File: src/rtl/pc_seq_pkg.sv
// Shared definitions for the program-counter sequencer: command codes,
// default sizes and the command priority encoder.
package pc_seq_pkg;

    localparam int PC_ADDR_W_DEF      = 8;
    localparam int PC_STACK_DEPTH_DEF = 4;

    typedef logic [2:0] cmd_t;

    localparam cmd_t CMD_NONE = 3'd0;
    localparam cmd_t CMD_INC  = 3'd1;
    localparam cmd_t CMD_BREL = 3'd2;
    localparam cmd_t CMD_JMP  = 3'd3;
    localparam cmd_t CMD_CALL = 3'd4;
    localparam cmd_t CMD_RET  = 3'd5;

    // Only the highest-priority strobe survives: ret > call > jmp > brel > inc.
    function automatic cmd_t pc_cmd_enc(input logic ena, input logic ret,
                                        input logic call, input logic jmp,
                                        input logic brel);
        if (!ena)      return CMD_NONE;
        else if (ret)  return CMD_RET;
        else if (call) return CMD_CALL;
        else if (jmp)  return CMD_JMP;
        else if (brel) return CMD_BREL;
        else           return CMD_INC;
    endfunction

endpackage

File: src/rtl/pc_seq_stack.sv
// Return-address LIFO with depth/full/empty; PC_SEQ_CIRC_STACK_EN makes a push
// when full overwrite the oldest entry instead of being refused.
module pc_seq_stack
    import pc_seq_pkg::*;
#(
    parameter int ADDR_W      = PC_ADDR_W_DEF,
    parameter int STACK_DEPTH = PC_STACK_DEPTH_DEF,
    parameter int DEPTH_W     = $clog2(STACK_DEPTH + 1)
) (
    input  logic              clk,
    input  logic              rst,
    input  logic              push,
    input  logic              pop,
    input  logic [ADDR_W-1:0] push_dat,
    output logic [ADDR_W-1:0] top_dat,
    output logic [DEPTH_W-1:0] depth,
    output logic              full,
    output logic              empty,
    output logic              can_push
);

    localparam int PTR_W = (STACK_DEPTH > 1) ? $clog2(STACK_DEPTH) : 1;
    localparam logic [PTR_W-1:0]   PTR_LAST  = PTR_W'(STACK_DEPTH - 1);
    localparam logic [DEPTH_W-1:0] DEPTH_MAX = DEPTH_W'(STACK_DEPTH);

    logic [ADDR_W-1:0] mem [STACK_DEPTH];
    logic [PTR_W-1:0]  wr_ptr;
    logic [PTR_W-1:0]  wr_inc;
    logic [PTR_W-1:0]  rd_ptr;

    // The pointer walks a ring so that circular mode simply keeps writing
    // past the oldest entry; in bounded mode the ring never wraps over data.
    assign wr_inc  = (wr_ptr == PTR_LAST) ? '0 : wr_ptr + 1'b1;
    assign rd_ptr  = (wr_ptr == '0) ? PTR_LAST : wr_ptr - 1'b1;
    assign top_dat = mem[rd_ptr];
    assign full    = (depth == DEPTH_MAX);
    assign empty   = (depth == '0);

`ifdef PC_SEQ_CIRC_STACK_EN
    assign can_push = 1'b1;
`else
    assign can_push = !full;
`endif

    always_ff @(posedge clk) begin
        if (!rst) begin
            wr_ptr <= '0;
            depth  <= '0;
        end else if (push && can_push) begin
            wr_ptr <= wr_inc;
            if (!full) depth <= depth + 1'b1;
        end else if (pop && !empty) begin
            wr_ptr <= rd_ptr;
            depth  <= depth - 1'b1;
        end
    end

    always_ff @(posedge clk) begin
        if (rst && push && can_push) mem[wr_ptr] <= push_dat;
    end

endmodule

File: src/rtl/pc_seq.sv
// Program counter with relative branch, call/return stack and sticky stack error.
// Optional circular return stack via PC_SEQ_CIRC_STACK_EN.
module pc_seq
    import pc_seq_pkg::*;
#(
    parameter int                ADDR_W      = PC_ADDR_W_DEF,
    parameter int                STACK_DEPTH = PC_STACK_DEPTH_DEF,
    parameter logic [ADDR_W-1:0] RESET_ADDR  = '0
) (
    input  logic                             clk,
    input  logic                             rst,
    input  logic                             ena,
    input  logic                             jmp,
    input  logic                             brel,
    input  logic                             call,
    input  logic                             ret,
    input  logic [ADDR_W-1:0]                jump_addr,
    input  logic [ADDR_W-1:0]                rel_off,
    output logic [ADDR_W-1:0]                imem_addr,
    output logic [$clog2(STACK_DEPTH+1)-1:0] depth,
    output logic                             stack_full,
    output logic                             stack_empty,
    output logic                             stack_err
);

    cmd_t              cmd;
    logic [ADDR_W-1:0] nxt;
    logic [ADDR_W-1:0] pc_d;
    logic [ADDR_W-1:0] top_dat;
    logic              push;
    logic              pop;
    logic              err_set;
    logic              can_push;

    assign cmd = pc_cmd_enc(ena, ret, call, jmp, brel);
    assign nxt = imem_addr + 1'b1;

    pc_seq_stack #(
        .ADDR_W      (ADDR_W),
        .STACK_DEPTH (STACK_DEPTH)
    ) u_stack (
        .clk      (clk),
        .rst      (rst),
        .push     (push),
        .pop      (pop),
        .push_dat (nxt),
        .top_dat  (top_dat),
        .depth    (depth),
        .full     (stack_full),
        .empty    (stack_empty),
        .can_push (can_push)
    );

    always_comb begin
        pc_d    = imem_addr;
        push    = 1'b0;
        pop     = 1'b0;
        err_set = 1'b0;
        case (cmd)
            CMD_INC:  pc_d = nxt;
            CMD_BREL: pc_d = nxt + rel_off;
            CMD_JMP:  pc_d = jump_addr;
            CMD_CALL: begin
                // A refused call degrades to a plain increment.
                if (can_push) begin
                    push = 1'b1;
                    pc_d = jump_addr;
                end else begin
                    pc_d    = nxt;
                    err_set = 1'b1;
                end
            end
            CMD_RET: begin
                if (!stack_empty) begin
                    pop  = 1'b1;
                    pc_d = top_dat;
                end else begin
                    pc_d    = nxt;
                    err_set = 1'b1;
                end
            end
            default: pc_d = imem_addr;
        endcase
    end

    always_ff @(posedge clk) begin
        if (!rst) begin
            imem_addr <= RESET_ADDR;
            stack_err <= 1'b0;
        end else begin
            imem_addr <= pc_d;
            if (err_set) stack_err <= 1'b1;
        end
    end

endmodule
File: config.mk
export PLATFORM = sky130hd
export DESIGN_NAME = pc_seq
export DESIGN_NICKNAME = d
export VERILOG_FILES = /design/src/rtl/pc_seq_pkg.sv /design/src/rtl/pc_seq_stack.sv /design/src/rtl/pc_seq.sv
export SDC_FILE = /design/constraint.sdc
export NUM_CORES = 1
export LEC_CHECK = 0
export ABC_AREA = 1
export BUFFER_PORTS_ARGS = -buffer_cell sky130_fd_sc_hd__buf_2
export CELL_PAD_IN_SITES_DETAIL_PLACEMENT = 1
export CELL_PAD_IN_SITES_GLOBAL_PLACEMENT = 1
export CORE_MARGIN = 2
export CORE_UTILIZATION = 30
export CTS_CLUSTER_DIAMETER = 40
export CTS_CLUSTER_SIZE = 16
export DETAILED_ROUTE_END_ITERATION = 8
export GPL_TIMING_DRIVEN = 0
export PLACE_DENSITY_LB_ADDON = 0.12
export SYNTH_ARGS = -nofsm -noshare
export SYNTH_HDL_FRONTEND = slang
export SYNTH_SLANG_ARGS = --single-unit
File: constraint.sdc
create_clock -name clk -period 6.9 [get_ports clk]
set_clock_uncertainty 0.2 [all_clocks]
set_input_delay 2.07 -clock clk [delete_from_list [all_inputs] [get_ports clk]]
set_output_delay 2.07 -clock clk [all_outputs]
set_load 0.03 [all_outputs]
==> impl_metrics.json, run 1 <==
{
  "path_delay_family": "simple AND/OR/NAND/NOR gates",
  "peakVddDrop_v": 0.0001088,
  "start_kind": "input port",
  "drive_gt1_share_pct": 17.80,
  "synth_top_area_share_pct": 34.24,
  "numCtsBuffers": 5,
  "die_area_mm2": 0.01014,
  "ios": 37,
  "critPathMaxStageDelay_ns": 0.66,
  "clkTransAtPathRegs_ns": 0.09,
  "hold_class": "reg2reg",
  "avgSynthCellArea_um2": 8.279,
  "period_needed_ns": 3.697,
  "relSlewSlack_pct": 43.27,
  "seqPwrFrac_pct": 40.9,
  "synth_area_mm2": 0.002806,
  "cts_tree": "built",
  "grt_pass1_vias": 2395,
  "port_buffers": 35,
  "worstPathArrival_ns": 3.42,
  "grt_max_degree": 16,
  "drv_cap": 0,
  "drcViolationCount": 0,
  "ys_seq_area_share_pct": 44.23,
  "cp_common_cell": "inv_1",
  "final-hold-violation-count": 0,
  "synthTopCellsByArea": "edfxtp_1 (34%), nand2_1 (10%), dfxtp_1 (10%), ha_1 (6.7%), inv_1 (6.2%)",
  "max_slew.worst_pin.slew_ns": 0.8478,
  "p_int_mw": 0.5254,
  "cts_hold_buf": 0,
  "viasPerCell": 4.728,
  "cts_resized": 0,
  "finalCritPeriodShare_pct": 53.58,
  "clock_power_share_pct": 23.8,
  "die_h_um": 100.7,
  "ys_seq_elements": 46,
  "post_cts_buffers": 0,
  "syn_nets": 379,
  "routabilityCongestion": 0.7328,
  "syn_to_final_growth_pct": 15.25,
  "clockBufferDepth": 2,
  "nNetsFinal": 421,
  "finalSetupViolCount": 0,
  "p_per_area_mw_per_mm2": 263.0,
  "final_common_cell": "nand2_1",
  "fillCellCount": 1121,
  "p_total_mw": 0.8507,
  "comb_power_share_pct": 35.3,
  "antenna_found_initial": 0,
  "coreArea_mm2": 0.009153,
  "critPathMaxFanout": 8,
  "slew_violations": 0,
  "m1WireLength_mm": 3.481,
  "h-tree-depth": 2,
  "p_sw_share_pct": 38.23,
  "ant_nets": 0,
  "synthCells": 339,
  "drt-total-wl_mm": 7.440,
  "grt_setup_unrepaired": "false",
  "power.switching_mw": 0.3252,
  "fin_tns_setup_ns": 0,
  "synth_cell_types": 39,
  "drt-initial-drc-count": 42,
  "p_leak_nw": 1.529,
  "yosysWarningCount": 0,
  "fmax_mhz": 270.5,
  "r2r-start": "imem_addr[2]",
  "dr_wl_met3_um": 153,
  "crit_start": "ret",
  "ctsRootBufferMaster": "clkbuf_8",
  "grt_pass1_wl_mm": 12.14,
  "grt_usage_pct": 15.82,
  "die_w_um": 100.7,
  "insertion_delay_ns": 0.29,
  "rows": 35,
  "vias": 2331,
  "slowest_stage": "nor2_1",
  "start_util_pct": 30.66,
  "most-common-layout-cells": "nand2_1 (76), inv_1 (46), nor2_1 (43)",
  "worstSetupPathType": "in2reg",
  "antenna_cells": 0,
  "top_layer": "met4",
  "cp-end-kind": "flip-flop",
  "hpwl_mm": 5.929,
  "utilization_pct": 35.34,
  "wl_met2_mm": 3.776,
  "cts_sinks": 46,
  "wl_per_cell_um": 15.09,
  "worstPathRequired_ns": 6.62,
  "status": "finished clean",
  "yosys.area.top_type": "edfxtp_1",
  "hold_start": "stack_err",
  "dr.pass1.iters": 4,
  "crit_buf_inv": 4,
  "grt_overflow_total": 0,
  "holdWs_ns": 0.2859,
  "crit_chain": "buf_2 -> inv_1 -> nand3_1 -> inv_1 -> nand2_2 -> inv_1 -> nand2_1 -> nor2_1"
}
==> cell usage after synthesis, drive strengths merged <==
cell	number
a21oi	18
a31oi	1
and2	1
buf	4
clkbuf	1
dfxtp	14
edfxtp	32
fa	2
ha	15
inv	49
mux2i	2
nand2	84
nand3	30
nand3b	1
nand4	1
nor2	47
nor3	3
o211ai	1
o21a	1
o21ai	23
o31ai	1
or2	2
xnor2	1
xor2	5
==> power groups by stage <==
stage	Sequential, mW	Combinational [mW]	Clock (mW)
after global placement	0.353	0.301	0
after detailed placement	0.354	0.308	0
after floorplan	0.375	0.189	0
after CTS	0.348	0.309	0.208
final	0.348	0.300	0.203
after global routing	0.351	0.344	0.217
==> worst paths after layout <==
kind / to / slack (ns) / cells after the start
worst min register to register: stack_err / 0.29 / 2
worst max-delay path: u_stack.mem[3][7] / 3.20 / 8
worst min-delay path: stack_err / 0.29 / 2
worst max register to register: imem_addr[7] / 3.93 / 14
==> registers in the layout, summed over array words and instances, names as in the netlist <==
register / cells
u_stack.mem: 32
imem_addr: 8
u_stack.wr_ptr: 2
stack_err: 1
u_stack.depth: 3
==> layout make-up <==
cell class	instances	area (um2)	share of cell area, %
plain buffers	5	38.79	1.199
clock buffers	5	68.82	2.128
clock inverters	3	45.04	1.393
inverters	49	186.4	5.764
multi-input cells	239	1340	41.43
flip-flops and latches	46	1241	38.38
well taps	111	138.9	4.294
repair buffers	35	175.2	5.416
==> cell families (layout without fill, tap and decap cells) <==
group / Yosys count / after routing / share of synthesized area (%)
adder cells (fa/ha/maj): 17 / 17 / 8.114
buffers and inverters: 54 / 97 / 8.025
XOR/XNOR: 6 / 6 / 1.872
multiplexers: 2 / 2 / 0.7134
AO/OA/AOI/OAI: 45 / 45 / 8.873
AND/OR/NAND/NOR: 169 / 169 / 28.18
flip-flops: 46 / 46 / 44.23
==> tightest hold or removal path: cells and delay by family (launching register included) <==
family          cells  cell delay, ns
compound gates      1            0.08
flops               1            0.33
buf+inv             1            0.05
==> stage by stage <==
step / setup WS (ns) / instance area [um2] / instances
global placement: 2.863 / 3120 / 485
CTS: 3.150 / 3234 / 493
finish: 3.203 / 3234 / 493
floorplan: 3.294 / 2806 / 339
global route: 3.007 / 3234 / 493
detailed placement: 2.837 / 3120 / 485
==> layer usage <==
| metal | track usage, % | up-vias |
|---|---|---|
| met2 | 29.59 | 26 |
| met5 | 0 | - |
| met4 | 2.213 | 0 |
| li1 | - | 1186 |
| met3 | 2.080 | 2 |
| met1 | 19.73 | 1117 |
Note: power is estimated with default switching activity, not from simulation.
==> run 2, diff against run 1 <==
- clock period: 6.9 -> 3.25 ns (I/O delays scaled with it)
==> run 2 against run 1 <==
Compared with the run above:
- final cell count unchanged
- via count up 0.13%
- die area unchanged
- non-clock buffer count unchanged
- wire length about the same
- count of clock-buffer cells in the layout unchanged
- total power up 110%
- flip-flop and latch count unchanged
- global-route usage unchanged
- critical path type is now reg2reg
==> impl_metrics.json, run 2 (synthesis gave the netlist of run 1 again) <==
{
  "crit_end": "imem_addr[7]",
  "insertion_delay_ns": 0.29,
  "layout.cells.non_filler": 493,
  "worstSetupPathType": "reg2reg",
  "p_per_area_mw_per_mm2": 557.1,
  "most-common-layout-cells": "nand2_1 (76), inv_1 (46), nor2_1 (43)",
  "relSlewSlack_pct": 43.36,
  "period_needed_ns": 2.928,
  "grt_usage_pct": 15.82,
  "ff2ff_path_depth": 15,
  "fmax_mhz": 341.6,
  "final-hold-violation-count": 0,
  "grt_max_degree": 16,
  "critPathMaxFanout": 5,
  "cts_tree": "built",
  "routabilityCongestion": 0.7328,
  "h-tree-depth": 2,
  "r2r-start": "imem_addr[1]",
  "drv_cap": 0,
  "wl_per_cell_um": 15.10,
  "clockBufferDepth": 2,
  "r2r-end": "imem_addr[7]",
  "worst-path-stages": 15,
  "vias": 2334,
  "hold_class": "reg2reg",
  "drive_gt1_share_pct": 18.06,
  "drt-total-wl_mm": 7.444,
  "grt_setup_unrepaired": "false",
  "start_util_pct": 30.66,
  "ios": 37,
  "drcViolationCount": 0,
  "numCtsBuffers": 5,
  "die_area_mm2": 0.01014,
  "status": "finished clean",
  "finalCritPeriodShare_pct": 90.09,
  "crit_chain": "ha_1 -> nand2_1 -> nor2_1 -> nand3_1 -> xor2_1 -> inv_1 -> ha_1 -> a21oi_1 -> nand2_1 -> a21oi_1 -> nand3_1 -> nand3_1 -> nand3_1 -> nand2_1 -> inv_1",
  "ctsRootBufferMaster": "clkbuf_8",
  "grt_overflow_total": 0,
  "critPathMaxStageDelay_ns": 0.44,
  "postLayoutCellArea_mm2": 0.003242,
  "start_kind": "flip-flop",
  "cp_common_cell": "nand3_1",
  "die_w_um": 100.7,
  "path_delay_family": "simple AND/OR/NAND/NOR gates",
  "cts_resized": 0,
  "reg_top3": "u_stack.mem (32), imem_addr (8), u_stack.depth (3)",
  "syn_to_final_growth_pct": 15.51,
  "cts_sinks": 46,
  "viasPerCell": 4.734,
  "cp-end-kind": "flip-flop",
  "die_h_um": 100.7,
  "dr.pass1.iters": 4,
  "p_total_mw": 1.806,
  "place_area_mm2": 0.003120,
  "peakVddDrop_v": 0.0002308,
  "utilization_pct": 35.42,
  "rrSetupSlack_ns": 0.32,
  "port_buffers": 35,
  "hold_depth": 2,
  "post_cts_buffers": 0,
  "crit_buf_inv": 2,
  "cts_hold_buf": 0,
  "finalSetupViolCount": 0,
  "nNetsFinal": 421,
  "top_register": "u_stack.mem",
  "max_slew.worst_pin.slew_ns": 0.8465,
  "p_leak_nw": 1.529,
  "slowest_stage": "dfxtp_1",
  "largest_reg_flops": 32,
  "antenna_cells": 0,
  "crit_start": "imem_addr[1]",
  "slew_violations": 0,
  "antenna_found_initial": 0,
  "drt-initial-drc-count": 41,
  "clkTransAtPathRegs_ns": 0.09,
  "hpwl_mm": 5.929,
  "fin_tns_setup_ns": 0,
  "worstPathArrival_ns": 2.93,
  "final_common_cell": "nand2_1",
  "coreArea_mm2": 0.009153,
  "dp_cells": 485,
  "rows": 35,
  "ant_nets": 0,
  "grt_pass1_wl_mm": 12.14,
  "worstPathRequired_ns": 3.25,
  "grt_pass1_vias": 2395
}
## run 2: metrics by stage
stage	hold WS [ns]	setup WS [ns]
2_1_floorplan	0.2861	0.6333
3_3_place_gp	0.2573	0.2793
3_5_place_dp	0.2743	0.2278
4_1_cts	0.3003	0.2030
5_1_grt	0.3183	0.03833
6_report	0.2859	0.3222
## run 2: report_power, final
part / switching (mW) / internal, mW
Clock: 0.201 / 0.229
Sequential: 0.0539 / 0.684
Combinational: 0.435 / 0.203
Total: 0.690 / 1.12
## run 2: worst min-delay path: stages, from the launching register on
cell     delay, ns
dfxtp_1       0.33
o21ai_0       0.08
inv_1         0.05
## run 2: worst min-delay path by stage
stage / start / endpoint / slack (ns)
6_report: stack_err / stack_err / 0.29
5_1_grt: stack_err / stack_err / 0.32
4_1_cts: stack_err / stack_err / 0.30
3_5_place_dp: stack_err / stack_err / 0.27
3_3_place_gp: stack_err / stack_err / 0.26
2_1_floorplan: u_stack.wr_ptr[1] / u_stack.wr_ptr[1] / 0.29
## run 2: final cells by class
type / instances / area (um2)
timing repair buffer: 35 / 175.2
multi-input combinational: 239 / 1348
sequential: 46 / 1241
buffer: 5 / 38.79
fill: 1119 / 5911
tap: 111 / 138.9
clock buffer: 5 / 68.82
inverter: 49 / 186.4
clock inverter: 3 / 45.04
## run 2: per-layer routing
metal,vias to the layer above,part of all wire [%],global-route usage [%]
li1,1184,-,-
met1,1121,47,19.73
met2,27,51,29.59
met3,2,2.1,2.080
met4,0,0.39,2.213
met5,-,0,0
==> run 3, diff against run 2 <==
- RECOVER_POWER: unset -> 100
==> run 3 against run 2 <==
Compared with the run above:
- clock power is essentially flat
- sequential power is essentially flat
- sequential share of layout area grew 0.55 points
- setup slack gained 0.015 ns
- count of clock-buffer cells in the layout is the same
==> impl_metrics.json, run 3 (synthesis gave the netlist of run 1 again) <==
{
  "slowest_stage": "dfxtp_1",
  "r2r-start": "imem_addr[1]",
  "top_register": "u_stack.mem",
  "antenna_found_initial": 0,
  "drt-total-wl_mm": 7.448,
  "die_h_um": 100.7,
  "crit_start": "imem_addr[1]",
  "grt_max_degree": 16,
  "ctsRootBufferMaster": "clkbuf_8",
  "cp_common_cell": "nand3_1",
  "viasPerCell": 4.724,
  "coreArea_mm2": 0.009153,
  "ff2ff_path_depth": 15,
  "max_slew.worst_pin.slew_ns": 0.8467,
  "grt_pass1_wl_mm": 12.14,
  "routabilityCongestion": 0.7328,
  "h-tree-depth": 2,
  "vias": 2329,
  "worst_slack_ns": 0.3372,
  "relSlewSlack_pct": 43.35,
  "cp-end-kind": "flip-flop",
  "ant_nets": 0,
  "port_buffers": 35,
  "hpwl_mm": 5.929,
  "clkTransAtPathRegs_ns": 0.09,
  "critPathMaxFanout": 5,
  "drive_gt1_share_pct": 12.04,
  "cts_tree": "built",
  "slew_violations": 0,
  "fmax_mhz": 343.3,
  "die_area_mm2": 0.01014,
  "peakVddDrop_v": 0.0002330,
  "wl_per_cell_um": 15.11,
  "grt_setup_unrepaired": "false",
  "cts_hold_buf": 0,
  "largest_reg_flops": 32,
  "crit_end": "imem_addr[7]",
  "insertion_delay_ns": 0.29,
  "grt_overflow_total": 0,
  "cts_sinks": 46,
  "period_needed_ns": 2.913,
  "worstPathRequired_ns": 3.25,
  "numCtsBuffers": 5,
  "grt_pass1_vias": 2395,
  "most-common-layout-cells": "nand2_1 (80), inv_1 (48), nor2_1 (44)",
  "nNetsFinal": 421,
  "post_cts_buffers": 0,
  "die_w_um": 100.7,
  "fin_tns_setup_ns": 0,
  "rrSetupSlack_ns": 0.34,
  "reg_top3": "u_stack.mem (32), imem_addr (8), u_stack.depth (3)",
  "grt_usage_pct": 15.82,
  "antenna_cells": 0,
  "final-hold-violation-count": 0,
  "dp_worst_setup_slack_ns": 0.2278,
  "dr.pass1.iters": 4,
  "p_leak_nw": 1.456,
  "start_util_pct": 30.66,
  "worstPathArrival_ns": 2.92,
  "crit_chain": "ha_1 -> nand2_1 -> nor2_1 -> nand3_1 -> xor2_1 -> inv_1 -> ha_1 -> a21oi_1 -> nand2_1 -> a21oi_1 -> nand3_1 -> nand3_1 -> nand3_1 -> nand2_1 -> inv_1",
  "r2r-end": "imem_addr[7]",
  "p_per_area_mw_per_mm2": 557.2,
  "clockBufferDepth": 2,
  "drv_cap": 0,
  "ios": 37,
  "drcViolationCount": 0,
  "hold_class": "reg2reg",
  "hold_start": "stack_err",
  "rows": 35,
  "syn_to_final_growth_pct": 13.87,
  "finalSetupViolCount": 0,
  "final_common_cell": "nand2_1",
  "drt-initial-drc-count": 30,
  "critPathMaxStageDelay_ns": 0.44,
  "status": "finished clean",
  "finalCritPeriodShare_pct": 89.62,
  "start_kind": "flip-flop",
  "worstSetupPathType": "reg2reg"
}
==> run 3: worst min path at each step <==
stage | end | cells after the start
global route | stack_err | 2
global placement | stack_err | 2
CTS | stack_err | 2
finish | stack_err | 2
detailed placement | stack_err | 2
floorplan | u_stack.wr_ptr[1] | 2
==> run 3: worst max-delay path, delay by kind of cell, from the launching register on <==
family          cells  cell delay, ns
xor+xnor            1            0.20
buf+inv             2            0.20
flops               1            0.44
compound gates      2            0.40
simple gates        8            0.80
fa+ha+maj           2            0.58
==> run 3: what timing repair did <==
action,CTS,global route
endpoints found under the setup margin,0,1
resized for setup,0,1
endpoints found under the hold margin,0,0
==> run 3: final cells by class <==
cell class / instances / area [um2]
sequential: 46 / 1241
fill: 1125 / 5957
tap: 111 / 138.9
clock inverter: 3 / 45.04
inverter: 49 / 186.4
buffer: 5 / 38.79
multi-input combinational: 239 / 1321
clock buffer: 5 / 68.82
timing repair buffer: 35 / 155.1
==> run 3: power by group <==
| part | internal, mW | total [mW] | switching, mW |
|---|---|---|---|
| combinational | 0.186 | 0.610 | 0.424 |
| clock | 0.229 | 0.432 | 0.203 |
| sequential | 0.684 | 0.738 | 0.0544 |
==> run 3: metal layers <==
layer / wire, um / GRT usage (%)
met3: 122 / 2.080
met1: 3498 / 19.73
met2: 3798 / 29.59
met5: 0 / 0
met4: 29 / 2.213
==> run 3: per-stage QoR <==
step           util, %  hold WS [ns]  instance area [um2]  total power, mW  std cells
3_3_place_gp     34.09        0.2573                 3120            1.389        485
4_1_cts          35.34        0.3003                 3234            1.837        493
5_1_grt          34.91        0.3341                 3196            1.908        493
6_report         34.91        0.2895                 3196            1.781        493
3_5_place_dp     34.09        0.2743                 3120            1.405        485
2_1_floorplan        -        0.2861                 2806            1.198        339
